<file path="config.mk">
export PLATFORM = sky130hd
export DESIGN_NAME = dac_sample_pacer_flat
export DESIGN_NICKNAME = d
export VERILOG_FILES = /design/src/rtl/dac_sample_pacer_if.sv /design/src/rtl/dac_sample_pacer.sv /design/src/flat_wrapper.sv
export SDC_FILE = /design/constraint.sdc
export NUM_CORES = 1
export LEC_CHECK = 0
export BUFFER_PORTS_ARGS = -buffer_cell sky130_fd_sc_hd__buf_2
export CAP_MARGIN = 20
export CELL_PAD_IN_SITES_DETAIL_PLACEMENT = 1
export CELL_PAD_IN_SITES_GLOBAL_PLACEMENT = 1
export CORE_ASPECT_RATIO = 1.75
export CORE_MARGIN = 8
export CORE_UTILIZATION = 50
export CTS_CLUSTER_DIAMETER = 100
export CTS_CLUSTER_SIZE = 25
export DETAILED_ROUTE_END_ITERATION = 8
export PLACE_DENSITY = 0.76
export SLEW_MARGIN = 0
export SYNTH_ARGS = -nofsm -noshare
export SYNTH_HDL_FRONTEND = slang
export SYNTH_SLANG_ARGS = --single-unit
</file>
<file path="constraint.sdc">
create_clock -name clock_50Mhz -period 3.95 [get_ports clock_50Mhz]
set_input_delay 0.1975 -clock clock_50Mhz [delete_from_list [all_inputs] [get_ports clock_50Mhz]]
set_output_delay 0.1975 -clock clock_50Mhz [all_outputs]
set_load 0.05 [all_outputs]
</file>
<file path="src/rtl/dac_sample_pacer_if.sv">
`default_nettype none
// ============================================================================
// Module      : dac_sample_pacer_if
// Description : Sample-push and DAC-request signals of the DAC sample pacer.
// Revision    : 1.0 - initial release
// ============================================================================
interface dac_sample_pacer_if;
    logic [15:0] input_sample;
    logic        input_valid;
    logic        input_ready;
    logic [11:0] output_sample;
    logic        output_send_n;
    logic        dac_busy;

    // master = the pacer; slave = mixer plus DAC controller around it
    modport master (
        input  input_sample,
        input  input_valid,
        input  dac_busy,
        output input_ready,
        output output_sample,
        output output_send_n
    );

    modport slave (
        output input_sample,
        output input_valid,
        output dac_busy,
        input  input_ready,
        input  output_sample,
        input  output_send_n
    );
endinterface
`default_nettype wire

</file>
<file path="src/rtl/dac_sample_pacer.sv">
`default_nettype none
// ============================================================================
// Module      : dac_sample_pacer
// Description : Buffers signed 16-bit samples and releases one 12-bit
//               offset-binary sample per output slot to the SPI DAC controller.
// Revision    : 1.0 - initial release
// ============================================================================
module dac_sample_pacer #(
    parameter int SAMPLE_DIVIDE     = 2268,
    parameter int FIFO_ADDR_BITS    = 4,
    parameter int HANDSHAKE_TIMEOUT = 4096
) (
    input  wire                        clock_50Mhz,
    input  wire                        reset,
    input  wire                        enable,
    dac_sample_pacer_if.master         bus,
    output logic [FIFO_ADDR_BITS:0]    fifo_level,
    output logic                       sample_tick,
    output logic [15:0]                underrun_count,
    output logic                       late_error
);

    localparam int c_FIFO_DEPTH = 2 ** FIFO_ADDR_BITS;
    localparam int c_LVL_W      = FIFO_ADDR_BITS + 1;
    localparam int c_CNT_W      = $clog2(SAMPLE_DIVIDE);
    localparam int c_TO_W       = $clog2(HANDSHAKE_TIMEOUT + 1);

    localparam logic [c_CNT_W-1:0] c_SLOT_LAST  = c_CNT_W'(SAMPLE_DIVIDE - 1);
    localparam logic [c_TO_W-1:0]  c_TO_LAST    = c_TO_W'(HANDSHAKE_TIMEOUT - 1);
    localparam logic [c_LVL_W-1:0] c_LEVEL_FULL = c_LVL_W'(c_FIFO_DEPTH);
    localparam logic [11:0]        c_MIDSCALE   = 12'h800;
    localparam logic [15:0]        c_UNDER_MAX  = 16'hFFFF;

    typedef enum logic [1:0] {
        S_IDLE      = 2'd0,
        S_REQUEST   = 2'd1,
        S_WAIT_DONE = 2'd2
    } state_t;

    // ------------------------------------------------------------------
    // Registers
    // ------------------------------------------------------------------
    logic [c_CNT_W-1:0]        r_slot_cnt_q, w_slot_cnt_d;
    logic                      r_busy_meta_q;
    logic                      r_busy_s_q;
    state_t                    r_state_q, w_state_d;
    logic [c_TO_W-1:0]         r_to_cnt_q, w_to_cnt_d;
    logic                      r_send_n_q, w_send_n_d;
    logic [11:0]               r_sample_q, w_sample_d;
    logic [15:0]               r_underrun_q, w_underrun_d;
    logic                      r_late_q, w_late_d;
    logic [FIFO_ADDR_BITS-1:0] r_wr_ptr_q, w_wr_ptr_d;
    logic [FIFO_ADDR_BITS-1:0] r_rd_ptr_q, w_rd_ptr_d;
    logic [c_LVL_W-1:0]        r_level_q, w_level_d;
    logic [15:0]               r_mem_q [c_FIFO_DEPTH];

    logic        w_tick;
    logic        w_fifo_full;
    logic        w_fifo_empty;
    logic        w_push;
    logic        w_pop;
    logic [15:0] w_head;
    logic [11:0] w_head_conv;
    logic        w_unused_lsbs;

    // ------------------------------------------------------------------
    // Slot pacing
    // ------------------------------------------------------------------
    always_comb begin
        w_slot_cnt_d = r_slot_cnt_q;
        if (!enable || (r_slot_cnt_q == c_SLOT_LAST)) begin
            w_slot_cnt_d = '0;
        end else begin
            w_slot_cnt_d = r_slot_cnt_q + 1'b1;
        end
    end

    assign w_tick = enable && (r_slot_cnt_q == c_SLOT_LAST);

    // ------------------------------------------------------------------
    // Sample FIFO
    // ------------------------------------------------------------------
    assign w_fifo_full  = (r_level_q == c_LEVEL_FULL);
    assign w_fifo_empty = (r_level_q == '0);
    assign w_push       = bus.input_valid && !w_fifo_full;
    assign w_head       = r_mem_q[r_rd_ptr_q];

    // Offset binary: flip the sign bit, keep the 11 next-most-significant bits
    assign w_head_conv   = {~w_head[15], w_head[14:4]};
    assign w_unused_lsbs = ^w_head[3:0];

    always_comb begin
        w_wr_ptr_d = r_wr_ptr_q;
        w_rd_ptr_d = r_rd_ptr_q;
        w_level_d  = r_level_q;
        if (w_push) begin
            w_wr_ptr_d = r_wr_ptr_q + 1'b1;
        end
        if (w_pop) begin
            w_rd_ptr_d = r_rd_ptr_q + 1'b1;
        end
        case ({w_push, w_pop})
            2'b10:   w_level_d = r_level_q + 1'b1;
            2'b01:   w_level_d = r_level_q - 1'b1;
            default: w_level_d = r_level_q;
        endcase
    end

    always_ff @(posedge clock_50Mhz) begin
        if (w_push) begin
            r_mem_q[r_wr_ptr_q] <= bus.input_sample;
        end
    end

    // ------------------------------------------------------------------
    // Request / busy handshake
    // ------------------------------------------------------------------
    always_comb begin
        w_state_d    = r_state_q;
        w_send_n_d   = r_send_n_q;
        w_to_cnt_d   = r_to_cnt_q;
        w_sample_d   = r_sample_q;
        w_underrun_d = r_underrun_q;
        w_late_d     = r_late_q;
        w_pop        = 1'b0;

        case (r_state_q)
            S_IDLE: begin
                w_send_n_d = 1'b1;
                w_to_cnt_d = '0;
                if (w_tick) begin
                    if (r_busy_s_q) begin
                        w_late_d = 1'b1;
                    end else begin
                        // An empty FIFO re-sends the previous level
                        if (!w_fifo_empty) begin
                            w_pop      = 1'b1;
                            w_sample_d = w_head_conv;
                        end else if (r_underrun_q != c_UNDER_MAX) begin
                            w_underrun_d = r_underrun_q + 16'd1;
                        end
                        w_send_n_d = 1'b0;
                        w_state_d  = S_REQUEST;
                    end
                end
            end

            S_REQUEST: begin
                if (w_tick) begin
                    w_late_d = 1'b1;
                end
                if (r_busy_s_q) begin
                    w_send_n_d = 1'b1;
                    w_state_d  = S_WAIT_DONE;
                end else if (r_to_cnt_q == c_TO_LAST) begin
                    w_send_n_d = 1'b1;
                    w_late_d   = 1'b1;
                    w_state_d  = S_IDLE;
                end else begin
                    w_to_cnt_d = r_to_cnt_q + 1'b1;
                end
            end

            S_WAIT_DONE: begin
                w_send_n_d = 1'b1;
                if (w_tick) begin
                    w_late_d = 1'b1;
                end
                if (!r_busy_s_q) begin
                    w_state_d = S_IDLE;
                end
            end

            default: begin
                w_send_n_d = 1'b1;
                w_state_d  = S_IDLE;
            end
        endcase
    end

    always_ff @(posedge clock_50Mhz) begin
        if (reset) begin
            r_slot_cnt_q  <= '0;
            r_busy_meta_q <= 1'b0;
            r_busy_s_q    <= 1'b0;
            r_state_q     <= S_IDLE;
            r_to_cnt_q    <= '0;
            r_send_n_q    <= 1'b1;
            r_sample_q    <= c_MIDSCALE;
            r_underrun_q  <= '0;
            r_late_q      <= 1'b0;
            r_wr_ptr_q    <= '0;
            r_rd_ptr_q    <= '0;
            r_level_q     <= '0;
        end else begin
            r_slot_cnt_q  <= w_slot_cnt_d;
            r_busy_meta_q <= bus.dac_busy;
            r_busy_s_q    <= r_busy_meta_q;
            r_state_q     <= w_state_d;
            r_to_cnt_q    <= w_to_cnt_d;
            r_send_n_q    <= w_send_n_d;
            r_sample_q    <= w_sample_d;
            r_underrun_q  <= w_underrun_d;
            r_late_q      <= w_late_d;
            r_wr_ptr_q    <= w_wr_ptr_d;
            r_rd_ptr_q    <= w_rd_ptr_d;
            r_level_q     <= w_level_d;
        end
    end

    // ------------------------------------------------------------------
    // Outputs
    // ------------------------------------------------------------------
    assign bus.input_ready   = !w_fifo_full;
    assign bus.output_sample = r_sample_q;
    assign bus.output_send_n = r_send_n_q;
    assign fifo_level        = r_level_q;
    assign sample_tick       = w_tick;
    assign underrun_count    = r_underrun_q;
    assign late_error        = r_late_q;

endmodule
`default_nettype wire

</file>
<file path="src/flat_wrapper.sv">
// flat-port wrapper written by rule: the top's interface ports become plain ports
module dac_sample_pacer_flat 
#(
    parameter int SAMPLE_DIVIDE     = 2268,
    parameter int FIFO_ADDR_BITS    = 4,
    parameter int HANDSHAKE_TIMEOUT = 4096
)
  (clock_50Mhz, reset, enable, fifo_level, sample_tick, underrun_count, late_error, bus_input_sample, bus_input_valid, bus_dac_busy, bus_input_ready, bus_output_sample, bus_output_send_n);
  dac_sample_pacer_if bus_i ();
  input  wire clock_50Mhz;
  input  wire reset;
  input  wire enable;
  output logic [FIFO_ADDR_BITS:0] fifo_level;
  output logic sample_tick;
  output logic [15:0] underrun_count;
  output logic late_error;
  input wire logic [$bits(bus_i.input_sample)-1:0] bus_input_sample;
  input wire logic [$bits(bus_i.input_valid)-1:0] bus_input_valid;
  input wire logic [$bits(bus_i.dac_busy)-1:0] bus_dac_busy;
  output wire logic [$bits(bus_i.input_ready)-1:0] bus_input_ready;
  output wire logic [$bits(bus_i.output_sample)-1:0] bus_output_sample;
  output wire logic [$bits(bus_i.output_send_n)-1:0] bus_output_send_n;
  assign bus_i.input_sample = bus_input_sample;
  assign bus_i.input_valid = bus_input_valid;
  assign bus_i.dac_busy = bus_dac_busy;
  assign bus_input_ready = bus_i.input_ready;
  assign bus_output_sample = bus_i.output_sample;
  assign bus_output_send_n = bus_i.output_send_n;
  dac_sample_pacer #(.SAMPLE_DIVIDE(SAMPLE_DIVIDE), .FIFO_ADDR_BITS(FIFO_ADDR_BITS), .HANDSHAKE_TIMEOUT(HANDSHAKE_TIMEOUT)) u_core (.clock_50Mhz(clock_50Mhz), .reset(reset), .enable(enable), .bus(bus_i), .fifo_level(fifo_level), .sample_tick(sample_tick), .underrun_count(underrun_count), .late_error(late_error));
endmodule
</file>
==> flow_summary_export.csv, run 1 <==
group,metric,value,unit
setup_path,cp_slowest_stage_delay,0.49,ns
yosys,synth_top_cell_area_share,52.8,%
yosys,syn_avg_cell_area,14.7,µm²
min_path,min_path_type,"input pin to flip-flop",
run_status,status,"finished clean",
route,antenna_left,0,
route,drc,0,
clocking,clk_pin_slew,0.10,ns
route,vias_per_cell,5.91,
yosys,synth_ff_type,"edfxtp_1",
setup_path,cp_slowest_cell,"or3b_2",
layout,final_common_cell,"edfxtp_1",
yosys,synth_xor_area_share,2.33,%
global_route,grt_pass1_vias,7143,
sta,rsz0062_at_grt,"false",
job,max-cap-violations,0,
yosys,synth_seq_area_share,66.7,%
clocking,cts_resized,0,
clocking,h-tree-depth,1,
yosys,synthMuxAreaShare,10.8,%
yosys,yosys.area_share.simple,10.9,%
sta,hold_ws,0.0706,ns
floorplan,ios,58,
yosys,synthAdderAreaFrac,1.72,%
setup_path,cp_cell_sequence,"ha_1, and4b_1, nand4_4, nor3_1, ha_1, ha_1, or3b_2, o211ai_1, a41oi_1, o211ai_1, mux2_2",
placed_design,placed_cells,1073,
layout,num_antenna_cells,0,
floorplan,rows,71,
power_and_ir_drop,leakagePower,0.00397,µW
clocking,numCtsBuffers,14,
setup_path,critPathBufInv,0,
yosys,synth-compound-area-share,5.51,%
power_and_ir_drop,power.density,396,nW/µm²
floorplan,die_y,212,µm
clocking,cts_hold_buf,1,
route,wl_per_cell,24.1,µm
power_and_ir_drop,ir_drop,0.000454,V
layout,drive_gt1_share,20.0,%
route,wirelength,26.5,mm
sta,fin_setup_tns,0,ns
clocking,post-cts-setup-buffers,0,
sta,fmax,280,MHz
yosys,yosysTopAreaCell,"edfxtp_1",
placed_design,hpwlAfterDp,18.1,mm
layout,fin_cells,1102,
yosys,synth-warning-count,0,
clocking,clkLatencyLatePin,0.50,ns
layout,area_delta_synth_final,10.4,%
floorplan,fp.dieW,128,µm
layout,nets,838,
setup_path,crit_path_start_kind,"flip-flop",
route,drtIter0Drc,340,
layout,layout_common_cells,"edfxtp_1, dfxtp_1, nor2_1, nand2_1, buf_2",
yosys,synth_edf_count,192,
sta,drv_slew,0,
route,firstDrtPassIters,4,
yosys,syn_nets,779,
yosys,async_flop_share,0,%
global_route,grt_max_degree,59,
setup_path,cp_common_cell,"ha_1",
yosys,synthCells,743,
floorplan,die_area,27000,µm²
global_route,grt_antenna_before_repair,0,
global_route,grt_pass1_wl,40.7,mm
setup_path,cp_data_required_time,4.34,ns
clocking,root_buffer,"clkbuf_16",
clocking,clk_path_buf_depth,3,
yosys,syn_area,10900,µm²
yosys,synthTopCellsByArea,"edfxtp_1, dfxtp_1, mux4_2, nor2_1, nand2_1",
sta,final-hold-violation-count,0,
global_route,track_usage,19.9,%
setup_path,end_kind,"flip-flop",
floorplan,core-area,21500,µm²
setup_path,cp.arrival,3.96,ns
sta,tightest_slew,1.18,ns
floorplan,start_util,50.8,%
setup_path,crit_fanout,11,
clocking,clock_sinks,268,
sta,slew_headroom,21.1,%
yosys,synthDistinctLibCells,59,
placed_design,portBuffers,53,
yosys,ys_seq_elements,268,
placed_design,gp_congestion,0.786,
sta,timing.final.crit_share,90.3,%
sta,period_minus_slack,3.57,ns
setup_path,path_class,"flip-flop to flip-flop",
route,via_count,6511,
setup_path,cpLargestDelayFamily,"simple AND/OR/NAND/NOR gates",
sta,final-setup-viol-count,0,
sta,skew,0.0239,ns
yosys,synth_top_family_by_area,"simple AND/OR/NAND/NOR gates",
clocking,cts_tree,"built",
global_route,globalRouteOverflowTotal,0,
==> layer usage <==
layer,vias up,global-route usage (%),part of all wire [%]
li1,2939,-,-
met1,3374,20.7,36
met2,149,38.6,57
met3,49,2.14,3.5
met4,0,9.03,3.6
met5,-,0,0
==> path summary, 6_finish.rpt <==
kind                                    start                           to  slack [ns]  depth (start not counted)
setup reg to reg       u_core.r_slot_cnt_q[0]         u_core.fifo_level[4]        0.38                         11
hold reg to reg   u_core.bus.output_sample[2]  u_core.bus.output_sample[2]        0.46                          2
setup / recovery       u_core.r_slot_cnt_q[0]         u_core.fifo_level[4]        0.38                         11
hold / removal            bus_input_sample[8]         u_core.r_mem_q[0][8]        0.07                          1
==> cell usage after synthesis, types with 2 or more instances <==
cell type	count
mux4_2	49
and4_1	5
a2111oi_0	3
a211oi_1	3
o31ai_1	5
or2_2	3
nor2_1	64
o21bai_1	2
or3_1	10
buf_6	2
buf_4	3
nor3_1	10
mux2_2	3
nand3_1	23
nand3b_1	3
o21ai_0	13
nor4_1	5
ha_1	15
a31oi_1	2
buf_2	7
and3_1	4
nor2b_1	6
mux2i_1	4
xor2_1	18
and2_1	3
nand2_1	60
clkbuf_1	23
nand4_1	13
o211ai_1	2
or4_1	4
dfxtp_1	76
a21oi_1	32
inv_1	12
nand2b_1	9
xnor2_1	11
edfxtp_1	192
a22oi_1	22
==> registers in the layout, summed over array words and instances (netlist names), 2 cells and up, named ones only <==
signal,flops
u_core.r_mem_q,192
u_core.r_to_cnt_q,13
u_core.r_slot_cnt_q,12
u_core.bus.output_sample,12
u_core.fifo_level,5
u_core.r_rd_ptr_q,4
u_core.r_wr_ptr_q,4
u_core.r_state_q,2
u_core.underrun_count,16
==> final cells by class <==
| type | count | area, µm² |
|---|---|---|
| Timing Repair Buffer | 79 | 500 |
| Clock buffer | 23 | 405 |
| Fill cell | 2099 | 9440 |
| Inverter | 13 | 50.0 |
| Clock inverter | 1 | 8.76 |
| Tap cell | 292 | 365 |
| Multi-Input combinational cell | 426 | 3440 |
| Sequential cell | 268 | 7290 |
==> report_power, final <==
part           total [µW]  switching (µW)  internal (µW)
clock network        1560             842            717
registers            3050            17.8           3040
logic                 158             108           49.7
total                4770             968           3800
==> stage by stage <==
| stage | worst slack (ns) | power (µW) | instance area [µm²] | util [%] |
|---|---|---|---|---|
| after floorplan | 0.687 | 3200 | 10900 | - |
| after global placement | 0.578 | 3260 | 11600 | 53.8 |
| after detailed placement | 0.405 | 3270 | 11600 | 53.9 |
| after CTS | 0.386 | 4820 | 12000 | 55.9 |
| after global routing | 0.207 | 4920 | 12100 | 56.1 |
| final | 0.383 | 4770 | 12100 | 56.1 |
==> cell families (layout without fill, tap and decap cells) <==
group,Yosys count,count (layout)
buffers and inverters,49,116
xor gates and xnor gates,29,29
AOI/OAI and AO/OA,92,92
DFF,268,268
adders and majority gates,15,15
muxes,56,56
and+or+nand+nor,234,234
(Power assumes the default switching activity.)
==> run 2, diff against run 1 <==
--- a/config.mk
+++ b/config.mk
@@ -7,2 +7,3 @@
 export LEC_CHECK = 0
+export ABC_CLOCK_PERIOD_IN_PS = 3950
 export BUFFER_PORTS_ARGS = -buffer_cell sky130_fd_sc_hd__buf_2
@@ -17,2 +18,3 @@
 export DETAILED_ROUTE_END_ITERATION = 8
+export MAX_ROUTING_LAYER = met4
 export PLACE_DENSITY = 0.76
==> constraint.sdc (replaced) <==
create_clock -name clock_50Mhz -period 3.95 [get_ports clock_50Mhz]
set_input_delay 0.79 -clock clock_50Mhz [delete_from_list [all_inputs] [get_ports clock_50Mhz]]
set_output_delay 0.79 -clock clock_50Mhz [all_outputs]
set_load 0.05 [all_outputs]
==> flow_summary_export.csv, run 2 (synthesis gave the netlist of run 1 again) <==
group,metric,value,unit
clocking,clock_sinks,268,
power_and_ir_drop,net-switching-power,968,µW
sta,period_minus_slack,3.57,ns
power_and_ir_drop,power,4770,µW
setup_path,cp_common_cell,"ha_1",
setup_path,cp_data_required_time,4.33,ns
sta,skew,0.0147,ns
floorplan,core-area,21500,µm²
layout,num_antenna_cells,0,
layout,nets,836,
sta,fin_setup_tns,0,ns
clocking,cts_tree,"built",
global_route,grt_pass1_wl,40.1,mm
power_and_ir_drop,ir_drop,0.000281,V
setup_path,crit_path_start_kind,"flip-flop",
setup_path,cp.arrival,3.95,ns
clocking,post-cts-setup-buffers,0,
clocking,clk_path_buf_depth,3,
power_and_ir_drop,internal_power,3800,µW
setup_path,cp_slowest_cell,"or3b_2",
clocking,h-tree-depth,1,
clocking,cts_hold_buf,0,
sta,fmax,280,MHz
route,drtIter0Drc,399,
layout,layout_common_cells,"edfxtp_1, dfxtp_1, nor2_1, nand2_1, buf_2",
setup_path,crit_fanout,11,
route,drc,0,
floorplan,fp.dieW,128,µm
min_path,min_path_type,"flip-flop to flip-flop",
layout,drive_gt1_share,20.2,%
floorplan,rows,71,
power_and_ir_drop,p_clk_share,32.8,%
route,wl_met3,867,µm
global_route,globalRouteOverflowTotal,0,
floorplan,die_area,27000,µm²
placed_design,portBuffers,53,
layout,n_fill_cell,2123,
layout,regArea,7290,µm²
sta,rsz0062_at_grt,"false",
floorplan,start_util,50.8,%
route,vias_per_cell,5.87,
route,top_layer,"met4",
global_route,grt_max_degree,36,
layout,area_delta_synth_final,9.98,%
route,firstDrtPassIters,4,
global_route,grt_pass1_vias,7086,
clocking,root_buffer,"clkbuf_16",
sta,final-setup-viol-count,0,
setup_path,r2r_cells,11,
clocking,clk_pin_slew,0.10,ns
route,via_count,6459,
power_and_ir_drop,power.density,397,nW/µm²
sta,tightest_slew,1.12,ns
power_and_ir_drop,p_sw_share,20.3,%
power_and_ir_drop,leakagePower,0.00394,µW
setup_path,cp_cell_sequence,"ha_1, and4b_1, nand4_4, nor3_1, ha_1, ha_1, or3b_2, o211ai_1, a41oi_1, o211ai_1, mux2_2",
clocking,clkLatencyLatePin,0.49,ns
global_route,track_usage,20.0,%
floorplan,ios,58,
route,met2_length,14.1,mm
clocking,numCtsBuffers,14,
setup_path,r2r_setup_slack,0.38,ns
layout,multiInputGateArea,3440,µm²
floorplan,die_y,212,µm
setup_path,cp_slowest_stage_delay,0.48,ns
placed_design,gp_congestion,0.804,
route,wirelength,25.8,mm
clocking,cts_resized,0,
global_route,grt_antenna_before_repair,0,
route,wl_per_cell,23.4,µm
sta,final-hold-violation-count,0,
route,wl_met1,9.76,mm
power_and_ir_drop,seq_power_share,64.0,%
setup_path,end_kind,"flip-flop",
layout,regMostFlops,"u_core.r_mem_q",
sta,drv_slew,0,
sta,slew_headroom,23.5,%
power_and_ir_drop,combPwrFrac,3.2,%
setup_path,path_class,"flip-flop to flip-flop",
layout,largest_reg_flops,192,
layout,final_common_cell,"edfxtp_1",
job,max-cap-violations,0,
min_path,hold_depth,1,
placed_design,hpwlAfterDp,17.7,mm
run_status,status,"finished clean",
route,antenna_left,0,
sta,timing.final.crit_share,90.3,%
-- run 2: changes by cell type in the layout (fill, tap and decap cells not counted), sizes merged --
cell | before | now
dlygate4sd3 | 2 | 0
clkbuf | 23 | 24
clkinv | 2 | 1
dlymetal6s2s | 1 | 0
inv | 12 | 13
-- run 2: power groups by stage --
stage	Sequential [µW]	Combinational, µW	Clock [µW]
6_report	3050	154	1560
5_1_grt	3060	169	1690
3_3_place_gp	3110	146	0
2_1_floorplan	3120	78.3	0
3_5_place_dp	3120	156	0
4_1_cts	3050	156	1610
-- run 2: final timing paths --
path	start	end
min reg2reg	u_core.r_slot_cnt_q[0]	u_core.r_slot_cnt_q[0]
max reg2reg	u_core.r_slot_cnt_q[0]	u_core.fifo_level[4]
max	u_core.r_slot_cnt_q[0]	u_core.fifo_level[4]
min	u_core.r_slot_cnt_q[0]	u_core.r_slot_cnt_q[0]
-- run 2: final cells by class --
type                       instances  share of cell area [%]
clock buffer                      23                    3.37
clock inverter                     1                  0.0729
inverter                          13                   0.417
multi-input combinational        426                    28.6
sequential                       268                    60.7
tap                              292                    3.04
timing repair buffer              77                    3.82
-- run 2: critical path: cells and delay by family (launching register included) --
| kind | cells | cell delay (ns) |
|---|---|---|
| AO/OA/AOI/OAI | 3 | 0.44 |
| AND/OR/NAND/NOR | 4 | 1.31 |
| adder cells (fa/ha/maj) | 3 | 1.00 |
| multiplexers | 1 | 0.35 |
| flip-flops | 1 | 0.37 |
-- run 2: layer usage --
metal,GRT usage [%],vias to the layer above
li1,-,2929
met1,21.4,3331
met2,36.5,143
met3,2.12,56
met4,8.74,0
met5,-,-
-- run 2: metrics by stage --
| stage | area [µm²] | std cells | worst slack [ns] | hold WS [ns] | utilization, % |
|---|---|---|---|---|---|
| detailed placement | 11600 | 1073 | 0.426 | 0.445 | 53.8 |
| CTS | 12000 | 1097 | 0.394 | 0.470 | 55.8 |
| finish | 12000 | 1100 | 0.383 | 0.464 | 55.9 |
| global route | 12000 | 1100 | 0.221 | 0.489 | 55.9 |
| global placement | 11600 | 1073 | 0.595 | 0.431 | 53.8 |
| floorplan | 10900 | 743 | 0.687 | 0.414 | - |
==> run 3, diff against run 2 <==
CORE_MARGIN = unset   (was 8)
RECOVER_POWER = 25   (was unset)
==> flow_summary_export.csv, run 3 (synthesis gave the netlist of run 1 again) <==
group,metric,value,unit
placed_design,gp_congestion,0.802,
setup_path,r2r_start,"u_core.r_slot_cnt_q[0]",
floorplan,rows,71,
min_path,hold_depth,1,
layout,regMostFlops,"u_core.r_mem_q",
global_route,grt_pass1_wl,39.0,mm
route,drtIter0Drc,389,
sta,drv_slew,0,
layout,final_common_cell,"edfxtp_1",
clocking,clk_path_buf_depth,3,
setup_path,crit_path_start_kind,"flip-flop",
route,via_count,6433,
placed_design,placed_area,11600,µm²
clocking,clock_sinks,268,
global_route,track_usage,23.9,%
floorplan,die_y,198,µm
setup_path,cp_data_required_time,4.33,ns
floorplan,start_util,50.8,%
clocking,clk_pin_slew,0.10,ns
run_status,status,"finished clean",
setup_path,end_kind,"flip-flop",
route,drc,0,
route,vias_per_cell,5.85,
sta,final-hold-violation-count,0,
power_and_ir_drop,ir_drop,0.000470,V
global_route,grt_max_degree,35,
layout,largest_reg_flops,192,
placed_design,hpwlAfterDp,17.3,mm
route,firstDrtPassIters,4,
layout,layout_common_cells,"edfxtp_1, dfxtp_1, nor2_1, nand2_1, mux4_2",
sta,fin_setup_tns,0,ns
sta,skew,0.0177,ns
sta,rsz0062_at_grt,"false",
clocking,cts_hold_buf,0,
clocking,cts_tree,"built",
layout,area_delta_synth_final,9.86,%
setup_path,r2r_cells,11,
floorplan,fp.dieW,114,µm
layout,nets,836,
clocking,root_buffer,"clkbuf_16",
clocking,numCtsBuffers,14,
min_path,min_from,"u_core.r_busy_meta_q",
sta,final-setup-viol-count,0,
setup_path,path_class,"flip-flop to flip-flop",
floorplan,ios,58,
sta,timing.final.crit_share,89.1,%
min_path,min_path_type,"flip-flop to flip-flop",
floorplan,core-area,21500,µm²
clocking,clkLatencyLatePin,0.49,ns
setup_path,cp.arrival,3.90,ns
sta,period_minus_slack,3.52,ns
setup_path,r2r-end,"u_core.fifo_level[4]",
sta,fmax,284,MHz
power_and_ir_drop,power,4770,µW
route,wl_per_cell,22.7,µm
sta,tightest_slew,1.06,ns
sta,slew_headroom,29.4,%
layout,drive_gt1_share,18.9,%
clocking,cts_resized,0,
clocking,h-tree-depth,1,
setup_path,crit_fanout,11,
global_route,grt_antenna_before_repair,0,
route,wirelength,25.0,mm
layout,n_fill_cell,2100,
global_route,grt_pass1_vias,6990,
route,antenna_left,0,
placed_design,portBuffers,53,
floorplan,die_area,22500,µm²
global_route,globalRouteOverflowTotal,0,
setup_path,r2r_setup_slack,0.43,ns
job,max-cap-violations,0,
min_path,whs_endpoint,"u_core.r_busy_s_q",
layout,num_antenna_cells,0,
clocking,post-cts-setup-buffers,0,
layout,finalInstanceArea,12000,µm²
power_and_ir_drop,leakagePower,0.00391,µW
power_and_ir_drop,power.density,398,nW/µm²
==> run 3: critical path: stages (launching register included) <==
cell	delay [ns]
dfxtp_1	0.37
ha_1	0.24
and4b_1	0.33
nand4_4	0.19
nor3_1	0.25
ha_1	0.41
ha_1	0.36
or3b_2	0.50
o211ai_1	0.12
a41oi_1	0.08
o211ai_1	0.22
mux2_2	0.35
==> run 3: final cells by class <==
type | instances | area [µm²] | share of cell area [%]
clock buffer | 23 | 405 | 3.38
clock inverter | 1 | 8.76 | 0.0730
inverter | 13 | 50.0 | 0.417
multi-input combinational | 426 | 3440 | 28.6
sequential | 268 | 7290 | 60.7
tap | 292 | 365 | 3.04
timing repair buffer | 77 | 447 | 3.72
==> run 3: worst max-delay path by stage <==
stage / start / end / slack [ns] / cells past startpoint
final: u_core.r_slot_cnt_q[0] / u_core.fifo_level[4] / 0.43 / 11
after detailed placement: u_core.r_slot_cnt_q[0] / u_core.fifo_level[4] / 0.43 / 11
after CTS: u_core.r_slot_cnt_q[0] / u_core.fifo_level[4] / 0.40 / 11
after floorplan: u_core.fifo_level[2] / u_core.fifo_level[4] / 0.69 / 11
after global placement: enable / u_core.fifo_level[4] / 0.53 / 10
after global routing: u_core.r_slot_cnt_q[0] / u_core.fifo_level[4] / 0.23 / 11
==> run 3: metrics by stage <==
stage / cells / utilization [%] / hold WS [ns] / setup WS (ns)
2_1_floorplan: 743 / - / 0.414 / 0.687
3_3_place_gp: 1074 / 53.9 / 0.430 / 0.526
3_5_place_dp: 1075 / 53.9 / 0.426 / 0.428
4_1_cts: 1099 / 55.9 / 0.456 / 0.403
5_1_grt: 1100 / 55.8 / 0.476 / 0.227
6_report: 1100 / 55.8 / 0.455 / 0.430
==> run 3: layer usage <==
metal | wire [µm] | part of all wire, % | GRT usage (%) | up-vias
met5 | 0 | 0 | - | -
met4 | 798 | 3.2 | 8.28 | 0
met3 | 769 | 3.1 | 2.21 | 58
met2 | 14200 | 57 | 45.6 | 153
met1 | 9220 | 37 | 25.4 | 3275
li1 | - | - | - | 2947
==> run 3: where the power goes <==
part	leakage [µW]	internal, µW	switching (µW)
Clock	0.000199	718	850
Sequential	0.00235	3040	15.8
Combinational	0.00136	46.1	107
